File: src/rtl/scio_pkg.sv
// scio_pkg: register offsets, STATUS bit positions and FSM encoding for the scio UART transmitter
package scio_pkg;
  localparam logic [1:0] REG_TXDATA = 2'd0;
  localparam logic [1:0] REG_STATUS = 2'd1;
  localparam logic [1:0] REG_DIVISOR = 2'd2;
  localparam int ST_FULL = 0;
  localparam int ST_EMPTY = 1;
  localparam int ST_ACTIVE = 2;
  localparam int ST_OVF = 3;
  localparam int ST_CNT_LSB = 8;
  typedef enum logic [1:0] {
    S_IDLE = 2'd0,
    S_START = 2'd1,
    S_DATA = 2'd2,
    S_STOP = 2'd3
  } state_t;
endpackage

File: src/rtl/scio_fifo.sv
// scio_fifo: synchronous FIFO; push/din write, pop/dout read head, full/empty/count flags
// A push into a full FIFO is still taken when a pop happens on the same edge.
module scio_fifo #(
  parameter int WIDTH = 8,
  parameter int DEPTH = 8
) (
  input  logic                     clk,
  input  logic                     clr,
  input  logic                     push,
  input  logic [WIDTH-1:0]         din,
  input  logic                     pop,
  output logic [WIDTH-1:0]         dout,
  output logic                     full,
  output logic                     empty,
  output logic [$clog2(DEPTH):0]   count
);
  localparam int AW = $clog2(DEPTH);
  localparam int CW = AW + 1;
  logic [WIDTH-1:0] mem [DEPTH];
  logic [AW-1:0] wp, rp;
  logic push_ok, pop_ok;
  assign full = count == CW'(DEPTH);
  assign empty = count == '0;
  assign pop_ok = pop & ~empty;
  assign push_ok = push & (~full | pop_ok);
  assign dout = mem[rp];
  always_ff @(posedge clk)
    if (push_ok) mem[wp] <= din;
  always_ff @(posedge clk)
    if (clr) begin
      wp <= '0;
      rp <= '0;
      count <= '0;
    end else begin
      wp <= push_ok ? wp + AW'(1) : wp;
      rp <= pop_ok ? rp + AW'(1) : rp;
      count <= count + CW'(push_ok) - CW'(pop_ok);
    end
endmodule

File: src/rtl/scio_uart_tx.sv
// scio_uart_tx: memory-mapped 8N1 UART transmitter with TX FIFO and programmable bit period
// Ports: clk/clr (sync active-high reset), addr/wdata/we store bus, rdata/hit combinational
// read path for the load mux, txd serial out (idle high), busy while sending or FIFO non-empty.
module scio_uart_tx
  import scio_pkg::*;
#(
  parameter logic [31:0] BASE_ADDR = 32'h0000_FF00,
  parameter int FIFO_DEPTH = 8,
  parameter logic [15:0] DIV_RESET = 16'd434
) (
  input  logic        clk,
  input  logic        clr,
  input  logic [31:0] addr,
  input  logic [31:0] wdata,
  input  logic        we,
  output logic [31:0] rdata,
  output logic        hit,
  output logic        txd,
  output logic        busy
);
  localparam int CW = $clog2(FIFO_DEPTH) + 1;
  logic [1:0] off;
  logic wr, push, pop, full, empty, overflow, unused_bits;
  logic [7:0] dout, shift;
  logic [CW-1:0] count;
  logic [15:0] divisor, div_eff, period, cnt;
  logic [2:0] bit_cnt;
  logic [31:0] status;
  state_t state;
  assign off = addr[3:2];
  assign hit = addr[31:4] == BASE_ADDR[31:4];
  assign wr = we & hit;
  assign push = wr & (off == REG_TXDATA);
  assign pop = (state == S_IDLE) & ~empty;
  assign busy = (state != S_IDLE) | ~empty;
  assign div_eff = divisor == '0 ? 16'd1 : divisor;
  assign unused_bits = ^{addr[1:0], wdata[31:16]};
  scio_fifo #(.WIDTH(8), .DEPTH(FIFO_DEPTH)) u_fifo (
    .clk(clk),
    .clr(clr),
    .push(push),
    .din(wdata[7:0]),
    .pop(pop),
    .dout(dout),
    .full(full),
    .empty(empty),
    .count(count)
  );
  always_comb begin
    status = '0;
    status[ST_FULL] = full;
    status[ST_EMPTY] = empty;
    status[ST_ACTIVE] = state != S_IDLE;
    status[ST_OVF] = overflow;
    status[ST_CNT_LSB +: 4] = 4'(count);
  end
  assign rdata = !hit ? '0 : off == REG_STATUS ? status : off == REG_DIVISOR ? {16'd0, divisor} : '0;
  always_ff @(posedge clk)
    if (clr) begin
      divisor <= DIV_RESET;
      overflow <= 1'b0;
    end else begin
      if (wr && off == REG_DIVISOR) divisor <= wdata[15:0];
      if (push && full && !pop) overflow <= 1'b1;
      else if (wr && off == REG_STATUS && wdata[ST_OVF]) overflow <= 1'b0;
    end
  // cnt counts down the cycles left in the current bit; the bit ends on the edge where cnt==1.
  always_ff @(posedge clk)
    if (clr) begin
      state <= S_IDLE;
      txd <= 1'b1;
      shift <= '0;
      bit_cnt <= '0;
      period <= 16'd1;
      cnt <= 16'd1;
    end else begin
      case (state)
        S_IDLE: if (!empty) begin
          shift <= dout;
          bit_cnt <= '0;
          period <= div_eff;
          cnt <= div_eff;
          txd <= 1'b0;
          state <= S_START;
        end
        S_START: if (cnt == 16'd1) begin
          cnt <= period;
          txd <= shift[0];
          state <= S_DATA;
        end else cnt <= cnt - 16'd1;
        S_DATA: if (cnt == 16'd1) begin
          cnt <= period;
          if (bit_cnt == 3'd7) begin
            txd <= 1'b1;
            state <= S_STOP;
          end else begin
            bit_cnt <= bit_cnt + 3'd1;
            shift <= shift >> 1;
            txd <= shift[1];
          end
        end else cnt <= cnt - 16'd1;
        S_STOP: if (cnt == 16'd1) state <= S_IDLE;
        else cnt <= cnt - 16'd1;
      endcase
    end
endmodule
File: config.mk
export PLATFORM = sky130hd
export DESIGN_NAME = scio_uart_tx
export DESIGN_NICKNAME = d
export VERILOG_FILES = /design/src/rtl/scio_pkg.sv /design/src/rtl/scio_fifo.sv /design/src/rtl/scio_uart_tx.sv
export SDC_FILE = /design/constraint.sdc
export NUM_CORES = 1
export LEC_CHECK = 0
export ABC_CLOCK_PERIOD_IN_PS = 7350
export CORE_UTILIZATION = 50
export DETAILED_ROUTE_END_ITERATION = 12
export PLACE_DENSITY = 0.74
export SKIP_LAST_GASP = 1
export SYNTH_ARGS = -nofsm -noshare
export SYNTH_HDL_FRONTEND = slang
export SYNTH_HIERARCHICAL = 1
export SYNTH_SLANG_ARGS = --single-unit
File: constraint.sdc
create_clock -name clk -period 7.35 [get_ports clk]
set_input_delay 1.8375 -clock clk [delete_from_list [all_inputs] [get_ports clk]]
set_output_delay 1.8375 -clock clk [all_outputs]
set_load 0.005 [all_outputs]
Yosys cells after proc, flatten, opt, wreduce, memory -nomap -nowiden
Memories as Yosys holds them, arrays and structs flattened. A register that Yosys moved wholly into a read port is not among the register bits.
Index checks and enable logic that the tools add are counted.
{"block": "op_classes", "n_reduce_logical": 20, "muxes": 33, "n_eq_ne": 16, "add_sub_neg": 6, "bitwise": 9}
{"operator": "$mux 16", "count": 7}
{"operator": "$pmux 16 s3", "count": 1}
{"operator": "$eq 28x12->1 const B", "count": 1}
{"operator": "$mux 8", "count": 3}
{"operator": "$eq 16x1->1 const B", "count": 1}
{"operator": "$logic_not 16->1", "count": 1}
{"operator": "$pmux 8 s2", "count": 1}
{"operator": "$sub 16x1->16 const B", "count": 1}
{"operator": "$mux 3", "count": 5}
{"operator": "$ne 2x2->1 const B", "count": 7}
{"operator": "$mux 2", "count": 5}
{"operator": "$add 3x1->3 const B", "count": 3}
{"operator": "$mux 1", "count": 8}
{"operator": "$pmux 2 s4", "count": 1}
{"operator": "$reduce_and 4->1", "count": 2}
{"operator": "$eq 2x2->1 const B", "count": 3}
{"operator": "$pmux 3 s2", "count": 1}
{"operator": "$reduce_bool 2->1", "count": 3}
{"operator": "$and 1x1->1", "count": 5}
{"operator": "$logic_and 1x1->1", "count": 5}
{"operator": "$reduce_and 5->1", "count": 1}
{"operator": "$add 4x1->4", "count": 1}
{"operator": "$eq 2x1->1 const B", "count": 2}
{"operator": "$eq 4x4->1 const B", "count": 1}
{"operator": "11 further kinds", "count": 15}
{"block": "word_totals", "elab_cells": 96, "regBits": 73, "out_inout_bits": 35, "ram_bits": 64, "n_memories": 1, "inputBits": 67}
{"name": "u_fifo.mem", "words": 8, "width": 8, "rd": 1, "rd_ports_with_merged_regs": 1, "wr": 1, "line_no": "scio_fifo.sv:19", "source": "logic [WIDTH-1:0] mem [DEPTH];"}

Depth between registers and ports, before layout
{"block": "logic_depth", "word_depth": 8, "ltp_mapped": 15, "mapped_depth_nobuf": 13}

Hierarchy
Netlist, hierarchy kept.
{"mod": "scio_uart_tx", "n_inst": 1, "area_each_um2": 3823.7, "cells_each": 477, "seq_area_each_um2": 1261.2}
{"mod": "scio_fifo", "n_inst": 1, "area_each_um2": 3181.8, "cells_each": 183, "seq_area_each_um2": 2182.1}

Worst setup path before layout
No wires, ideal clock.
{"block": "synth_timing", "path_kind": "input -> register", "from": "input addr[17]", "to": "memory u_fifo.mem[1][0], enable pin", "setup_ns": 0.395, "path_buffers": 2, "path_slack_ns": 2.471, "path_stages": 10, "arrival_ns": 4.485, "t_required_ns": 6.955, "path_cell_list": "nor4b_1 > nand4_1 > or2_2 > clkbuf_1 > clkinv_1 > nand2_1 > nor3_1 > clkbuf_1 > nand2_1 > nor4_1"}
{"block": "synth_between", "elab_chain_cells": 6}
{"item": "start: declaration", "line_no": "scio_uart_tx.sv:13", "source": "input logic [31:0] addr,"}
{"item": "$eq 28x12->1", "line_no": "scio_uart_tx.sv:31", "source": "assign hit = addr[31:4] == BASE_ADDR[31:4];"}
{"item": "named net hit", "line_no": "scio_uart_tx.sv:17", "source": "output logic hit,"}
{"item": "$and 1x1->1", "line_no": "scio_uart_tx.sv:32", "source": "assign wr = we & hit;"}
{"item": "$and 1x1->1", "line_no": "scio_uart_tx.sv:33", "source": "assign push = wr & (off == REG_TXDATA);"}
{"item": "named net push", "line_no": "scio_uart_tx.sv:23", "source": "logic wr, push, pop, full, empty, overflow, unused_bits;"}
{"item": "$and 1x1->1", "line_no": "scio_fifo.sv:25", "source": "assign push_ok = push & (~full | pop_ok);"}
{"item": "$mux 1", "line_no": "scio_fifo.sv:28", "source": "if (push_ok) mem[wp] <= din;"}
{"item": "$mux 1 (implied by the code)", "line_no": "scio_fifo.sv:28"}
{"item": "end: declaration", "line_no": "scio_fifo.sv:19"}
The timed path passes the listed nets, and every way through them passes these cells.

Worst setup path after layout
{"block": "layout_timing", "from": "input addr[3]", "to": "output rdata[3]"}
{"block": "layout_between", "elab_chain_cells": 4, "word_cells_on_any_way": 5, "classes_between": "2 x eq/ne; 3 x mux"}
{"item": "$eq 2x2->1", "line_no": "scio_uart_tx.sv:57", "source": "assign rdata = !hit ? '0 : off == REG_STATUS ? status : off == REG_DIVISOR ? {16'd0, divisor} : '0;"}
{"item": "$mux 16", "line_no": "scio_uart_tx.sv:57"}
{"item": "$mux 16 * (2 in series)", "line_no": "scio_uart_tx.sv:57"}
{"item": "end: declaration", "line_no": "scio_uart_tx.sv:16", "source": "output logic [31:0] rdata,"}
Every way passes the cells marked *; elsewhere a longest branch is shown, timed or not.

==> metrics <==
CP delay by family, top=buffers and inverters; GR Util All Layers=24.8%; Syn. warnings=6; Post-DRT Antenna Nets=0; highest metal used=met4; slowest stage delay, CP=820 ps; Metal-1 WL=7270 microns; CTS tree=built; Worst EP required=5510 ps; clock slew at reported path FFs=roughly 50 ps; measured slew at the worst slew-check pin=around 1100 ps; largest net degree at the start of global routing=79; die footprint=0.0145 sq mm; RSZ-0062 raised after global routing=no; Initial Util=52.1%; postcts setup bufs=0; core box area=0.0135 sq mm; cell breakdown of the critical path=clkdlybuf4s50_1 > nor2b_1 > a22oi_1 > nor2_1 > clkdlybuf4s50_1; R2R depth=11; metal2 WL=around 8300 microns; GR Overflow Total=0; fin nets=approximately 800; CP bufs+invs=2; Die Span X=between 100 and 150 microns; ys async rst share=0%; Seq cells post-synth=140; setup violators final=0; CTS resizes=0; Worst Path Arrival=4090 ps; final setup TNS=0 ps; DRC Markers=0; Crit Path Category=in -> out; final worst-path cycle share=80.7%; vias in the first global route=5459; placed insts=870; first-pass GRT wire length=27600 microns; Syn Area/Cell=10.6 sq um; Area Overhead vs Synth=17.9%; Critical Path Sink Type=primary output; n_diodes=0; root buffer cell=clkbuf_16; hold_ws=~460 ps; # IOs=102; crit path capture=rdata[3]; CTS Sinks=140; top_reg_cell synth=dfxtp_1; max frequency=between 150 and 200 MHz; DR pass1 iterations=5; CP max-delay cell=nor2b_1; Max Root-Sink Buffers=2; met3 wire length=784 microns; Final Power=0.00290 W; Tmin final=5930 ps; CP Launch Type=input port; clk_lat worst skew=420 ps; Reg2Reg Setup Slack=3210 ps; cell area after synthesis=0.00701 sq mm; Post-synth EDFFs=64; Initial DRC Count=414; num rows=42; Critical Path Fanout Max=17; skew final=9.17 ps; routed vias/inst=5.99; reg2reg start=state[0]$_SDFFE_PP0P_; max-slew violation count=0; count of different cell masters after synthesis=82; CP startpoint=addr[3]; die height=120 microns; R2R Path End=u_fifo/count[2]$_SDFF_PP0_; leakage power=2.88 nW; DPL Wire Length=11200 microns; share of cells above drive strength 1=approximately an eighth; CP Depth=5; hold depth=2; initial antenna violation count=0; max_cap viols=0; Mapped Cells=660; via count=5401; Final Wtd Congestion=0.844; peak supply drop=approximately 0.19 mV; worst min-delay path class=reg -> reg; power per cell area=351 mW/mm^2; total CTS buffers=17; drt total wl=roughly 17000 microns; port buffer count=67; final hold vios=0; final core occ=61.4%; Relative slew margins=23.6%; register area share after synthesis=49.2%; Crit path top cell by count=clkdlybuf4s50_1; hold buffers post-CTS=0; H-tree lvl count=4; routed len/inst=18.6 microns; status=complete, no violations; Post-Layout Cell Count=902
-- routing by layer --
metal,up-vias,GRT usage [%]
li1,2536,-
met1,2647,32.2
met2,177,40.1
met5,-,0
met3,41,4.95
met4,0,11.0
-- Yosys cell counts (all sizes together), types with 3 or more instances --
master / count / share of area [%]
and3: 18 / 1.6
nand2: 60 / 3.3
mux4: 16 / 5.1
nor3: 25 / 1.8
nand4: 5 / 0.66
nand3b: 3 / 0.32
mux2i: 14 / 2.0
nand3: 16 / 1.1
inv: 17 / 0.91
edfxtp: 64 / 27
a311oi: 3 / 0.38
a21oi: 34 / 2.6
nor2: 65 / 3.6
or4b: 3 / 0.48
a221oi: 3 / 0.46
or3: 6 / 0.54
a41oi: 3 / 0.38
dfxtp: 76 / 22
nor3b: 3 / 0.32
o21ai: 19 / 1.4
xnor2: 10 / 1.3
o211ai: 3 / 0.32
a211o: 3 / 0.38
nor2b: 8 / 0.71
ha: 15 / 2.7
xor2: 3 / 0.38
a221o: 6 / 0.86
mux2: 12 / 1.9
a22oi: 8 / 0.86
nor4b: 3 / 0.46
or4: 4 / 0.50
nor4: 18 / 2.2
clkbuf: 27 / 1.4
a22o: 3 / 0.38
o221a: 7 / 1.1
buf: 33 / 3.3
nand2b: 9 / 0.80
-- registers in the layout, indices dropped and copies added (netlist names), 4 cells and up, named ones only --
name          flops
period           16
shift             8
u_fifo/count      4
cnt              16
divisor          16
u_fifo/mem       64
-- worst register-to-register path, cell delays in order (launching register included) --
cell and delay (ps):
dfxtp_1 340, inv_1 90, ha_1 710, nand2b_1 670
clkinv_1 610, nor2b_1 520, mux2i_1 250, ha_1 180
inv_1 50, fa_1 370, xor2_1 160, nor2_1 50
-- cell families after synthesis --
| group | share of synthesized area, % |
|---|---|
| xor gates and xnor gates | 1.63 |
| and+or+nand+nor | 19.4 |
| other | 0.0535 |
| DFF | 49.2 |
| buffers and inverters | 5.77 |
| AOI/OAI and AO/OA | 11.9 |
| muxes | 9.07 |
| adders and majority gates | 2.96 |
-- report_power, final --
group	internal, W	switching, W	leakage, nW
combinational	0.000436	0.000636	1.42
clock	0.000467	0.000334	0.266
sequential	0.000907	0.000121	1.20
total	0.00181	0.00109	2.88
-- layout make-up --
type | instances | area (sq um)
fillers | 1063 | 5190
flip-flops and latches | 140 | 3440
multi-input cells | 456 | 3220
repair buffers | 79 | 756
clock buffers | 19 | 433
well taps | 176 | 220
clock inverters | 13 | 116
inverters | 19 | 71.3
-- stage by stage --
step	setup slack, ps	cell area [sq um]
floorplan	2470	7060
global placement	1480	7710
detailed placement	1490	7710
CTS	1470	8260
global route	1210	8260
finish	1420	8260
-- placed cells by master, fill, tap and decap left out, drive strengths merged, types with 6 or more instances in the layout --
cell | synthesis | final
nor4 | 18 | 18
dfxtp | 76 | 76
nor2b | 8 | 8
edfxtp | 64 | 64
nand3 | 16 | 16
mux2i | 14 | 14
nor3 | 25 | 25
nor2 | 65 | 65
conb | 1 | 16
clkdlybuf4s50 | 0 | 66
a21oi | 34 | 34
or3 | 6 | 6
ha | 15 | 15
a221o | 6 | 6
buf | 33 | 13
mux2 | 12 | 12
nand2b | 9 | 9
inv | 17 | 21
clkinv | 2 | 8
a22oi | 8 | 8
mux4 | 16 | 16
and3 | 18 | 18
o21ai | 19 | 19
nand2 | 60 | 60
o221a | 7 | 7
clkbuf | 27 | 19
xnor2 | 10 | 10
-- how the worst min path moves through the flow --
stage	slack, ps	endpoint	startpoint
floorplan	430	period[13]$_SDFFE_PP0P_	period[13]$_SDFFE_PP0P_
global placement	440	period[1]$_SDFFE_PP0P_	period[1]$_SDFFE_PP0P_
detailed placement	450	period[4]$_SDFFE_PP0P_	period[4]$_SDFFE_PP0P_
CTS	460	period[6]$_SDFFE_PP0P_	period[6]$_SDFFE_PP0P_
global route	480	period[11]$_SDFFE_PP0P_	period[11]$_SDFFE_PP0P_
finish	460	period[11]$_SDFFE_PP0P_	period[11]$_SDFFE_PP0P_
No activity file was read; power rests on OpenSTA's default activity.
